<file path="src/rtl/blackjack_pkg.sv">
// Shared BlackJack definitions: card constants, dealer FSM states and the
// rank-to-points mapping used by the dealer and the scorer.
package blackjack_pkg;

  localparam int CARD_RANKS = 13;
  localparam int MAX_POINTS = 10;

  typedef enum logic [1:0] {
    IDLE,
    REDUCE,
    HOLD
  } state_e;

  // Face cards score 10; an ace is reported as 1 here.
  function automatic logic [3:0] rank_to_points(input logic [3:0] rank);
    return (rank > 4'(MAX_POINTS)) ? 4'(MAX_POINTS) : rank;
  endfunction

endpackage

</file>
<file path="src/rtl/tick_timer.sv">
// Counts enabled 2 kHz ticks and flags the tick that completes HOLD_TICKS.
// Saturates at HOLD_TICKS until the next clear.
module tick_timer #(
  parameter int HOLD_TICKS = 4000
) (
  input  logic clk_50M,
  input  logic i_Reset,
  input  logic i_Clear,
  input  logic i_TickEn,
  output logic o_Done
);

  localparam int CW = $clog2(HOLD_TICKS + 1);
  localparam logic [CW-1:0] TERM = CW'(HOLD_TICKS);
  localparam logic [CW-1:0] LAST = CW'(HOLD_TICKS - 1);

  logic [CW-1:0] cnt_q, cnt_d;

  always_comb begin
    cnt_d  = cnt_q;
    o_Done = 1'b0;
    if (i_Clear) begin
      cnt_d = '0;
    end else if (i_TickEn && (cnt_q < TERM)) begin
      cnt_d  = cnt_q + CW'(1);
      o_Done = (cnt_q == LAST);
    end
  end

  always_ff @(posedge clk_50M or posedge i_Reset) begin
    if (i_Reset) cnt_q <= '0;
    else         cnt_q <= cnt_d;
  end

endmodule

</file>
<file path="src/rtl/card_dealer.sv">
// BlackJack draw unit: reduces a sampled entropy count to a rank 1..13 by
// repeated subtraction, reports rank and points, then holds for HOLD_TICKS.
module card_dealer
  import blackjack_pkg::*;
#(
  parameter int WIDTH      = 12,
  parameter int HOLD_TICKS = 4000
) (
  input  logic             clk_50M,
  input  logic             i_Reset,
  input  logic             i_Tick2K,
  input  logic [WIDTH-1:0] i_Entropy,
  input  logic             i_Draw,
  output logic             o_Busy,
  output logic             o_CardValid,
  output logic [3:0]       o_Card,
  output logic [3:0]       o_Points,
  output logic             o_TwoSec
);

  state_e     state_q, state_d;
  logic [5:0] rem_q, rem_d;
  logic [3:0] card_q, card_d;
  logic [3:0] points_q, points_d;
  logic       valid_q, valid_d;
  logic       twosec_q, twosec_d;
  logic       tmr_clear, tmr_en, tmr_done;
  logic [3:0] rank;
  logic       unused_entropy;

  // Only the low six bits feed the reduction.
  assign unused_entropy = ^i_Entropy;
  assign rank           = rem_q[3:0] + 4'd1;

  tick_timer #(
    .HOLD_TICKS(HOLD_TICKS)
  ) u_tick_timer (
    .clk_50M (clk_50M),
    .i_Reset (i_Reset),
    .i_Clear (tmr_clear),
    .i_TickEn(tmr_en),
    .o_Done  (tmr_done)
  );

  always_comb begin
    state_d   = state_q;
    rem_d     = rem_q;
    card_d    = card_q;
    points_d  = points_q;
    valid_d   = 1'b0;
    twosec_d  = 1'b0;
    tmr_clear = 1'b0;
    tmr_en    = 1'b0;
    case (state_q)
      IDLE: begin
        if (i_Draw) begin
          rem_d   = i_Entropy[5:0];
          state_d = REDUCE;
        end
      end
      REDUCE: begin
        if (rem_q >= 6'(CARD_RANKS)) begin
          rem_d = rem_q - 6'(CARD_RANKS);
        end else begin
          card_d    = rank;
          points_d  = rank_to_points(rank);
          valid_d   = 1'b1;
          tmr_clear = 1'b1;
          state_d   = HOLD;
        end
      end
      HOLD: begin
        tmr_en = i_Tick2K;
        if (tmr_done) begin
          twosec_d = 1'b1;
          state_d  = IDLE;
        end
      end
      default: state_d = IDLE;
    endcase
  end

  always_ff @(posedge clk_50M or posedge i_Reset) begin
    if (i_Reset) begin
      state_q  <= IDLE;
      rem_q    <= '0;
      card_q   <= '0;
      points_q <= '0;
      valid_q  <= 1'b0;
      twosec_q <= 1'b0;
    end else begin
      state_q  <= state_d;
      rem_q    <= rem_d;
      card_q   <= card_d;
      points_q <= points_d;
      valid_q  <= valid_d;
      twosec_q <= twosec_d;
    end
  end

  assign o_Busy      = (state_q != IDLE);
  assign o_CardValid = valid_q;
  assign o_Card      = card_q;
  assign o_Points    = points_q;
  assign o_TwoSec    = twosec_q;

endmodule

</file>
<file path="config.mk">
export PLATFORM = sky130hd
export DESIGN_NAME = card_dealer
export DESIGN_NICKNAME = d
export VERILOG_FILES = /design/src/rtl/blackjack_pkg.sv /design/src/rtl/tick_timer.sv /design/src/rtl/card_dealer.sv
export SDC_FILE = /design/constraint.sdc
export NUM_CORES = 1
export LEC_CHECK = 0
export ABC_AREA = 1
export CAP_MARGIN = 20
export CORE_MARGIN = 2
export CORE_UTILIZATION = 61
export CTS_CLUSTER_DIAMETER = 120
export DETAILED_ROUTE_END_ITERATION = 8
export DONT_BUFFER_PORTS = 1
export PLACE_DENSITY_LB_ADDON = 0.25
export SETUP_SLACK_MARGIN = 0.2
export SYNTH_ARGS = -nofsm -noshare
export SYNTH_HDL_FRONTEND = slang
export SYNTH_SLANG_ARGS = --single-unit
</file>
<file path="constraint.sdc">
create_clock -name clk_50M -period 1.92 [get_ports clk_50M]
set_input_delay 0.288 -clock clk_50M [delete_from_list [all_inputs] [get_ports clk_50M]]
set_output_delay 0.288 -clock clk_50M [all_outputs]
set_load 0.005 [all_outputs]
</file>
# After elaboration in Yosys (flattened, before gate mapping)
# Index checks and enable logic that the tools add are counted.
[classes]
add_sub_neg = 3
order_cmp = 3
eq_ne = 7
n_mux = 17
bitwise_logic = 1
n_reduce_logical = 8
[ops]
columns = ["operator", "n"]
rows = [
  ["12-bit 2-to-1 mux", 2],
  ["12-bit by 1-bit adder with 12-bit output, second input constant", 1],
  ["12-bit == test, second input constant", 1],
  ["12-bit less-than comparator, second input constant", 1],
  ["6-bit 2-to-1 mux", 2],
  ["6-bit case mux with 2 select lines", 1],
  ["2-bit != test, second input constant", 4],
  ["1-bit 2-to-1 mux", 7],
  ["6-bit by 4-bit >= comparator with 1-bit output, second input constant", 1],
  ["2-bit 2-to-1 mux", 3],
  ["2-bit case mux with 3 select lines", 1],
  ["3-bit AND reduction", 2],
  ["2-bit nonzero test", 3],
  ["6-bit by 4-bit subtractor with 6-bit output, second input constant", 1],
  ["4-bit by 1-bit adder with 4-bit output, second input constant", 1],
  ["4-bit greater-than comparator, second input constant", 1],
  ["4-bit 2-to-1 mux", 1],
  ["2-bit by 1-bit == test with 1-bit output, second input constant", 1],
  ["2-bit == test, second input constant", 1],
  ["2-bit logical NOT", 1],
  ["2-bit AND reduction", 1],
  ["1-bit logical AND", 1],
  ["1-bit NOT", 1],
]
[word_totals]
regBits = 30
input_bits = 16
out_inout_bits = 11
wordCells = 46

# Longest topological paths before layout
# Gate-level depths: netlist of run 1.
[logic_depth]
ltp_word = 7
mapped_depth = 11
mapped_depth_nobuf = 11

# Hierarchy
# From an unflattened synthesis of run 1, not the netlist that was laid out.
[hier_totals]
hier_cells = 238
hier_area_um2 = 1801.7
[by_module_without_submodules]
columns = ["mod", "n_inst", "cells_each", "area_per_inst_um2"]
rows = [
  ["card_dealer", 1, 127, 1031.0],
  ["tick_timer", 1, 111, 770.7],
]

# Worst setup path before layout of run 1
# No wires, ideal clock.
[synth_path]
path_kind = "register -> register"
startpoint = "register rem_q[0]"
endpoint = "register rem_q[1]"
t_arrival_ns = 1.327
setup_slack_ns = 0.474
path_stages_with_launch = 11
synth_period_minus_slack_ns = 1.446
cell_sequence = "dfrtp_1 -> inv_1 -> ha_1 -> inv_1 -> nand3_2 -> nand2_2 -> o21ai_2 -> nand2_2 -> buf_6 -> nand2_1 -> o21ai_2"
[synth_between]
elab_chain_len = 3
elab_cells_between_ends = 6
classes_between = "1 x add/sub; 1 x order compare; 1 x eq/ne; 2 x mux; 1 x reduce/logical"
[synth_lines]
columns = ["element", "line", "text"]
rows = [
  ["start, declared", "card_dealer.sv:22", "logic [5:0] rem_q, rem_d;"],
  ["start signal, assigned", "card_dealer.sv:93", "rem_q <= rem_d;"],
  ["6-bit by 4-bit subtractor with 6-bit output / 6-bit by 4-bit >= comparator with 1-bit output (equally long branches)", "card_dealer.sv:63, card_dealer.sv:62", ""],
  ["6-bit 2-to-1 mux / 2-bit != test (equally long branches)", "--", ""],
  ["6-bit case mux with 2 select lines / 3-bit AND reduction (equally long branches)", "--", ""],
]
# Parallel ways exist; a longest one is shown, timed or not. The select of a mux whose other input is x is not followed.
# A chain may end at the register's enable or synchronous reset.

# Final worst setup path of run 1
[layout_path]
startpoint = "register rem_q[0]"
endpoint = "register u_tick_timer.cnt_q[2]"
[layout_between]
elab_chain_len = 4
elab_cells_between_ends = 5
classes_between = "1 x order compare; 3 x mux; 1 x reduce/logical"
[layout_lines]
columns = ["element", "line", "text"]
rows = [
  ["6-bit by 4-bit >= comparator with 1-bit output *", "card_dealer.sv:62", "if (rem_q >= 6'(CARD_RANKS)) begin"],
  ["1-bit 2-to-1 mux *", "card_dealer.sv:62", ""],
  ["1-bit 2-to-1 mux *", "card_dealer.sv:54", "case (state_q)"],
  ["12-bit 2-to-1 mux / 2-bit nonzero test (equally long branches)", "--", ""],
  ["end signal, assigned", "tick_timer.sv:32", "else cnt_q <= cnt_d;"],
  ["end, declared", "tick_timer.sv:17", "logic [CW-1:0] cnt_q, cnt_d;"],
]
# Every way passes the cells marked *; elsewhere a longest branch is shown, timed or not.

==> impl_metrics.ini, run 1 <==
[final_layout]
multi_input_comb_area_um2 = 923
seqCellArea_um2 = 752
diodes = 0
postLayoutCellArea_mm2 = 0.00192
finish.utilization = 0.685
flow.area_growth_from_synthesis_pct = 4.85
fillerInstances = 237
layout.cells.non_filler = 275
nNetsFinal = 263
layout-drive-gt1-share = 0.168

[global_routing]
first_global_vias = 1315
grt_antenna_before_repair = 0
global_route_wire_length_before_repair_um = 5680
grt_max_degree = 31
globalRouteOverflowTotal = 0
groute.usage.overall = 0.215

[sta]
setup_failing_eps_final = 0
whs_ns = 0.123
final.setup.tns_ns = 0
fin_crit_sh = 0.841
rsz0062_at_grt = false
finalHoldViolCount = 0
timing.fmax_mhz = 619
relSlewSlack = 0.665
clock-skew-final_ns = 0.00844
worst_slew_pin_slew_ns = 0.502
final_period_demand_of_the_worst_path_ns = 1.62
slew_viol_final = 0

[power]
share_clk_of_total_power = 0.153
seq_power_share = 0.398
swShare = 0.451
worst_ir_drop_vdd_v = 0.000963
p_int_w = 0.00140
total_leakage_power_nw = 0.965
netSwitchingPower_w = 0.00116
p_comb_frac = 0.450
power.density_mw_per_mm2 = 1330

[logic_synthesis]
synth_largest_type_area_fraction = 0.410
yosysWarnings = 0
synth_area_mm2 = 0.00183
yosysTopAreaCell = sky130_fd_sc_hd__dfrtp_1
seq_area_frac_synth = 0.410
synth_common_cells = sky130_fd_sc_hd__nand2_1 (82), sky130_fd_sc_hd__dfrtp_1 (30), sky130_fd_sc_hd__inv_1 (23)
netlist-cell-type-count = 29
synthFlopType = sky130_fd_sc_hd__dfrtp_1
synth_area_leaders = sky130_fd_sc_hd__dfrtp_1 (41%), sky130_fd_sc_hd__nand2_1 (17%), sky130_fd_sc_hd__inv_1 (4.7%)
mappedNetlistNets = 257
ys_async_sr_fraction = 1.00
avgSynthCellArea_um2 = 7.73
synthMostInstantiatedCell = sky130_fd_sc_hd__nand2_1
netlist_instances = 237
post_synth_edffs = 0
ys_seq_elements = 30

[detailed_routing]
drt-initial-drc-count = 46
avgRoutedWirePerCell_um = 12.2
route.final.wire_length_um = 3350
via_count = 1499
drt_pass1_iterations = 6
route.antenna.remaining_nets = 0
drt-vias-per-instance = 5.45
drc_errors = 3

[cts]
clkSlewWorstSetupHoldPaths_ns = 0.09
number_of_buffers_created_by_cts = 5
insertion_delay_ns = 0.32
tritoncts = yes
bufs_on_longest_clock_path = 2
cts_htree_levels = 2
cts.sink_count = 30
cts-root-buf = sky130_fd_sc_hd__clkbuf_4

[critical_path]
path_max_fanout = 20
cp_data_arrival_time_ns = 1.83
criticalPathCategory = flip-flop to flip-flop
setup.worst_path.end_class = flip-flop
setup.worst_path.start_class = flip-flop
worst-endpoint-required_ns = 2.13

[placement]
place_area_mm2 = 0.00183
place.detailed.hpwl_um = 2430
port_buffers = 0
dp_cells = 265
gp_congestion = 0.800

[run_status]
violations = design-rule violations
status = complete, but fails checks

[floorplan]
die_area_mm2 = 0.00346
core_area_mm2 = 0.00281
io_pins = 27
initial_utilization = 0.653
die_w_um = 58.8
fp-row-count = 19
die-height_um = 58.8

[min_path]
holdCritPathClass = primary input to flip-flop

[run]
max_cap_violations = 0
-- sequential cells by signal, summed over array words and instances (netlist names) --
name                cells
rem_q                   6
state_q                 2
u_tick_timer.cnt_q     12
o_TwoSec                1
o_Points                4
o_CardValid             1
o_Card                  4
-- cells by family after synthesis --
family / Yosys count / synth area share
flops: 30 / 0.410
compound gates: 20 / 0.0703
simple gates: 147 / 0.382
fa+ha+maj: 4 / 0.0273
xor+xnor: 4 / 0.0191
buf+inv: 32 / 0.0915
-- worst max-delay path, cell delays in order (launching register included) --
cell and delay (ns):
sky130_fd_sc_hd__dfrtp_2 0.45, sky130_fd_sc_hd__inv_1 0.10, sky130_fd_sc_hd__ha_1 0.17, sky130_fd_sc_hd__inv_1 0.07, sky130_fd_sc_hd__nand3_2 0.06, sky130_fd_sc_hd__nand2_2 0.08, sky130_fd_sc_hd__nor2_4 0.14, sky130_fd_sc_hd__nand2_8 0.13
sky130_fd_sc_hd__nand2_4 0.12, sky130_fd_sc_hd__inv_6 0.06, sky130_fd_sc_hd__nand2_1 0.06, sky130_fd_sc_hd__nand2_1 0.05
-- cell type report --
cell class	instances	area share
Multi-Input combinational cell	175	0.480
Clock buffer	7	0.0286
Timing Repair Buffer	5	0.0208
Inverter	26	0.0560
Sequential cell	30	0.391
Tap cell	31	0.0202
Clock inverter	1	0.00260
-- path summary, 6_finish.rpt --
kind,start,end,slack (ns),cells past startpoint
max,rem_q[0],u_tick_timer.cnt_q[2],0.30,11
min,i_Tick2K,o_TwoSec,0.12,2
max in group asynchronous,i_Reset,rem_q[0],1.16,3
max reg2reg,rem_q[0],u_tick_timer.cnt_q[2],0.30,11
min in group asynchronous,i_Reset,rem_q[5],0.46,3
min reg2reg,o_Card[3],o_Card[3],0.52,2
-- metal layers --
metal	global-route usage	wire (um)	share of wire	up-vias
met3	0.0681	197	0.059	4
met1	0.301	1690	0.50	693
li1	-	-	-	773
met2	0.330	1450	0.43	29
met5	0	0	0	-
met4	0.0487	18	0.0054	0
-- metrics by stage --
stage | worst slack, ns | total power [W]
detailed placement | 0.214 | 0.00214
finish | 0.305 | 0.00256
CTS | 0.251 | 0.00254
floorplan | 0.474 | 0.00197
global route | 0.201 | 0.00279
global placement | 0.258 | 0.00211
-- cells in the final DEF, fill, tap and decap left out, types with 2 or more instances in the layout --
cell type | netlist | final
sky130_fd_sc_hd__nor2_4 | 4 | 4
sky130_fd_sc_hd__clkbuf_4 | 0 | 5
sky130_fd_sc_hd__dfrtp_1 | 30 | 29
sky130_fd_sc_hd__nor3_1 | 2 | 2
sky130_fd_sc_hd__o21ai_1 | 3 | 3
sky130_fd_sc_hd__ha_1 | 4 | 4
sky130_fd_sc_hd__o21ai_2 | 6 | 6
sky130_fd_sc_hd__nand4_1 | 11 | 11
sky130_fd_sc_hd__or2_2 | 2 | 2
sky130_fd_sc_hd__nand2_2 | 7 | 7
sky130_fd_sc_hd__nor2_1 | 17 | 17
sky130_fd_sc_hd__buf_4 | 2 | 4
sky130_fd_sc_hd__inv_1 | 23 | 22
sky130_fd_sc_hd__nand3_1 | 15 | 15
sky130_fd_sc_hd__nand2_1 | 82 | 82
sky130_fd_sc_hd__o21ai_0 | 6 | 6
sky130_fd_sc_hd__xor2_1 | 3 | 3
sky130_fd_sc_hd__nand3_2 | 2 | 2
sky130_fd_sc_hd__inv_2 | 1 | 2
sky130_fd_sc_hd__a21oi_1 | 3 | 3
-- repair_timing --
action,CTS,global route
gates cloned,0,0
resized for setup,1,2
hold endpoints to repair,30,0
hold buffers,1,0
endpoints found under the setup margin,4,14
buffers inserted,0,1
-- power groups by stage --
stage          clock [W]  combinational [W]  sequential (W)
2_1_floorplan          0            0.00101        0.000962
3_3_place_gp           0            0.00109         0.00102
3_5_place_dp           0            0.00112         0.00102
4_1_cts         0.000401            0.00112         0.00102
5_1_grt         0.000431            0.00130         0.00105
6_report        0.000391            0.00115         0.00102
No activity file was read; power rests on OpenSTA's default activity.
==> run 2, diff against run 1 <==
--- a/config.mk
+++ b/config.mk
@@ -5,10 +5,10 @@
 export SDC_FILE = /design/constraint.sdc
 export NUM_CORES = 1
 export LEC_CHECK = 0
-export ABC_AREA = 1
+export ABC_AREA = 0
 export CAP_MARGIN = 20
 export CORE_MARGIN = 2
-export CORE_UTILIZATION = 61
+export CORE_UTILIZATION = 55
 export CTS_CLUSTER_DIAMETER = 120
 export DETAILED_ROUTE_END_ITERATION = 8
 export DONT_BUFFER_PORTS = 1
==> constraint.sdc (replaced) <==
create_clock -name clk_50M -period 1.3 [get_ports clk_50M]
set_input_delay 0.195 -clock clk_50M [delete_from_list [all_inputs] [get_ports clk_50M]]
set_output_delay 0.195 -clock clk_50M [all_outputs]
set_load 0.005 [all_outputs]
==> run 2 against run 1 <==
The flow finishes with violations (negative setup slack). Combinational power shrank 65%. Cell count shrank 8.0%. First-iteration DRC count grew 50%. Critical path depth shrank 4. Fmax grew 2.1%. Setup slack lost 0.59 ns.
==> impl_metrics.ini, run 2 <==
[floorplan]
io_pins = 27
die_w_um = 56.9
initial_utilization = 0.569
fp-row-count = 19
core_area_mm2 = 0.00271
die-height_um = 56.9
die_area_mm2 = 0.00324

[critical_path]
cp_data_arrival_time_ns = 1.83
path_depth_of_the_worst_reg2reg_path = 7
worst-endpoint-required_ns = 1.55
setup.worst_path.end_class = flip-flop
critical_path.reg2reg.startpoint = rem_q[0]
reg2reg_to = o_Points[3]
criticalPathCategory = flip-flop to flip-flop
path_max_fanout = 5
setup.worst_path.start_class = flip-flop
reg2reg_slack_ns = -0.28

[detailed_routing]
route.final.wire_length_um = 4620
route.antenna.remaining_nets = 0
drc_errors = 0
drt-initial-drc-count = 69
drt_pass1_iterations = 4
via_count = 1532
avgRoutedWirePerCell_um = 18.2
drt-vias-per-instance = 6.06

[logic_synthesis]
post_synth_edffs = 0
mappedNetlistNets = 180
synthMostInstantiatedCell = sky130_fd_sc_hd__dfrtp_1
ys_async_sr_fraction = 1.00
avgSynthCellArea_um2 = 9.63
netlist-cell-type-count = 44
ys_seq_elements = 30
seq_area_frac_synth = 0.487
synth_area_mm2 = 0.00154
netlist_instances = 160
synth_common_cells = sky130_fd_sc_hd__dfrtp_1 (30), sky130_fd_sc_hd__o21ai_0 (18), sky130_fd_sc_hd__nor2_1 (12)
yosysWarnings = 0
synth_area_leaders = sky130_fd_sc_hd__dfrtp_1 (49%), sky130_fd_sc_hd__o21ai_0 (5.8%), sky130_fd_sc_hd__a21oi_1 (3.2%)
synthFlopType = sky130_fd_sc_hd__dfrtp_1
synth_largest_type_area_fraction = 0.487
yosysTopAreaCell = sky130_fd_sc_hd__dfrtp_1

[final_layout]
layout.cells.non_filler = 253
nNetsFinal = 241
seqCellArea_um2 = 752
layout-drive-gt1-share = 0.491
diodes = 0
fillerInstances = 150
flow.area_growth_from_synthesis_pct = 48.0
reg_top3 = u_tick_timer.cnt_q (12), rem_q (6)
top_register = u_tick_timer.cnt_q
most_common_library_cell_in_the_layout_ignoring_fill_and_taps = sky130_fd_sc_hd__buf_4
multi_input_comb_area_um2 = 908
most-common-layout-cells = sky130_fd_sc_hd__buf_4 (50), sky130_fd_sc_hd__dfrtp_1 (29), sky130_fd_sc_hd__nor2_1 (11)
number_of_flip_flops_under_the_largest_register_name = 12

[global_routing]
globalRouteOverflowTotal = 0
grt_antenna_before_repair = 0
first_global_vias = 1597
grt_max_degree = 21
global_route_wire_length_before_repair_um = 7350
groute.usage.overall = 0.301

[cts]
cts.sink_count = 30
insertion_delay_ns = 0.36
clkSlewWorstSetupHoldPaths_ns = 0.11
number_of_buffers_created_by_cts = 5
tritoncts = yes
cts_htree_levels = 2
bufs_on_longest_clock_path = 2
cts-root-buf = sky130_fd_sc_hd__clkbuf_4

[sta]
slew_viol_final = 0
relSlewSlack = 0.677
finalHoldViolCount = 0
rsz0062_at_grt = true
setup_failing_eps_final = 31
timing.fmax_mhz = 632
setup_slack_ns = -0.282
final_period_demand_of_the_worst_path_ns = 1.58
worst_slew_pin_slew_ns = 0.484
fin_crit_sh = 1.22
whs_ns = 0.0669
clock-skew-final_ns = 0.0172

[power]
worst_ir_drop_vdd_v = 0.00103
power.density_mw_per_mm2 = 936
total_leakage_power_nw = 1.01

[placement]
gp_congestion = 0.805
dp_cells = 233
place.detailed.hpwl_um = 2760
port_buffers = 0

[run]
max_cap_violations = 0

[min_path]
worst_hold_startpoint = i_Entropy[1]
holdCritPathClass = primary input to flip-flop
hold_path_depth = 2
min_delay_worst_endpoint = rem_q[1]

[run_status]
status = complete, but fails checks
violations = negative setup slack
==> run 2: changes by cell type after synthesis, sizes merged, moves of 4 or more <==
cell / before / now
nor2: 21 / 12
or3: 0 / 6
nand4: 11 / 2
nand2: 91 / 12
nand3: 18 / 6
o21ai: 15 / 19
a31oi: 0 / 4
a21oi: 4 / 10
o211ai: 0 / 6
inv: 25 / 9
==> run 2: logic make-up (layout without fill, tap and decap cells) <==
logic type,count (synthesis),in the layout,share of synthesized area
and+or+nand+nor,54,54,0.186
AOI/OAI and AO/OA,52,52,0.218
DFF,30,30,0.487
buffers and inverters,14,76,0.0414
xor gates and xnor gates,5,5,0.0284
adders and majority gates,4,4,0.0325
muxes,1,1,0.00649
==> run 2: worst max path at each step <==
stage | start | to | slack [ns]
2_1_floorplan | rem_q[0] | u_tick_timer.cnt_q[4] | -0.29
3_3_place_gp | state_q[0] | u_tick_timer.cnt_q[9] | -0.26
3_5_place_dp | state_q[0] | u_tick_timer.cnt_q[9] | -0.33
4_1_cts | rem_q[1] | o_Points[3] | -0.22
5_1_grt | state_q[0] | u_tick_timer.cnt_q[9] | -0.34
6_report | rem_q[0] | o_Points[3] | -0.28
==> run 2: cell type report <==
class | instances | share of cell area
Multi-Input combinational cell | 116 | 0.398
Sequential cell | 30 | 0.330
Timing Repair Buffer | 59 | 0.212
Clock buffer | 6 | 0.0225
Tap cell | 31 | 0.0170
Inverter | 9 | 0.0148
Clock inverter | 2 | 0.00549
==> run 2: where the power goes <==
group | internal (W) | leakage (nW) | switching (W)
Combinational | 0.000220 | 0.591 | 0.000185
Sequential | 0.00100 | 0.381 | 0.0000706
Clock | 0.000259 | 0.0343 | 0.000395
Total | 0.00148 | 1.01 | 0.000650
==> run 2: metrics by stage <==
step / util / cell area [um2] / worst slack [ns] / setup TNS, ns / total power, W
finish: 0.842 / 2280 / -0.282 / -5.74 / 0.00213
CTS: 0.813 / 2200 / -0.216 / -4.58 / 0.00206
global placement: 0.731 / 1980 / -0.260 / -4.22 / 0.00138
detailed placement: 0.731 / 1980 / -0.326 / -5.67 / 0.00140
floorplan: - / 1620 / -0.294 / -3.59 / 0.00123
global route: 0.842 / 2280 / -0.337 / -7.46 / 0.00222
==> run 2: repair_timing <==
action,in CTS,in global routing
resized for setup,27,13
setup endpoints to repair,31,31
buffers inserted,7,4
hold buffers,1,0
pin swaps,17,6
endpoints found under the hold margin,10,0
==> run 2: routing by layer <==
metal	wire [um]	global-route usage	part of all wire
met1	1770	0.316	0.38
met2	2540	0.540	0.55
met3	204	0.0862	0.044
met4	107	0.159	0.023
met5	0	0	0
==> run 2: critical path, cell delays in order, from the launching register on <==
cell                       delay (ns)
sky130_fd_sc_hd__dfrtp_2         0.46
sky130_fd_sc_hd__inv_2           0.10
sky130_fd_sc_hd__ha_4            0.14
sky130_fd_sc_hd__nor2b_4         0.19
sky130_fd_sc_hd__o211ai_4        0.10
sky130_fd_sc_hd__buf_6           0.14
sky130_fd_sc_hd__or2_4           0.24
sky130_fd_sc_hd__o21a_1          0.10
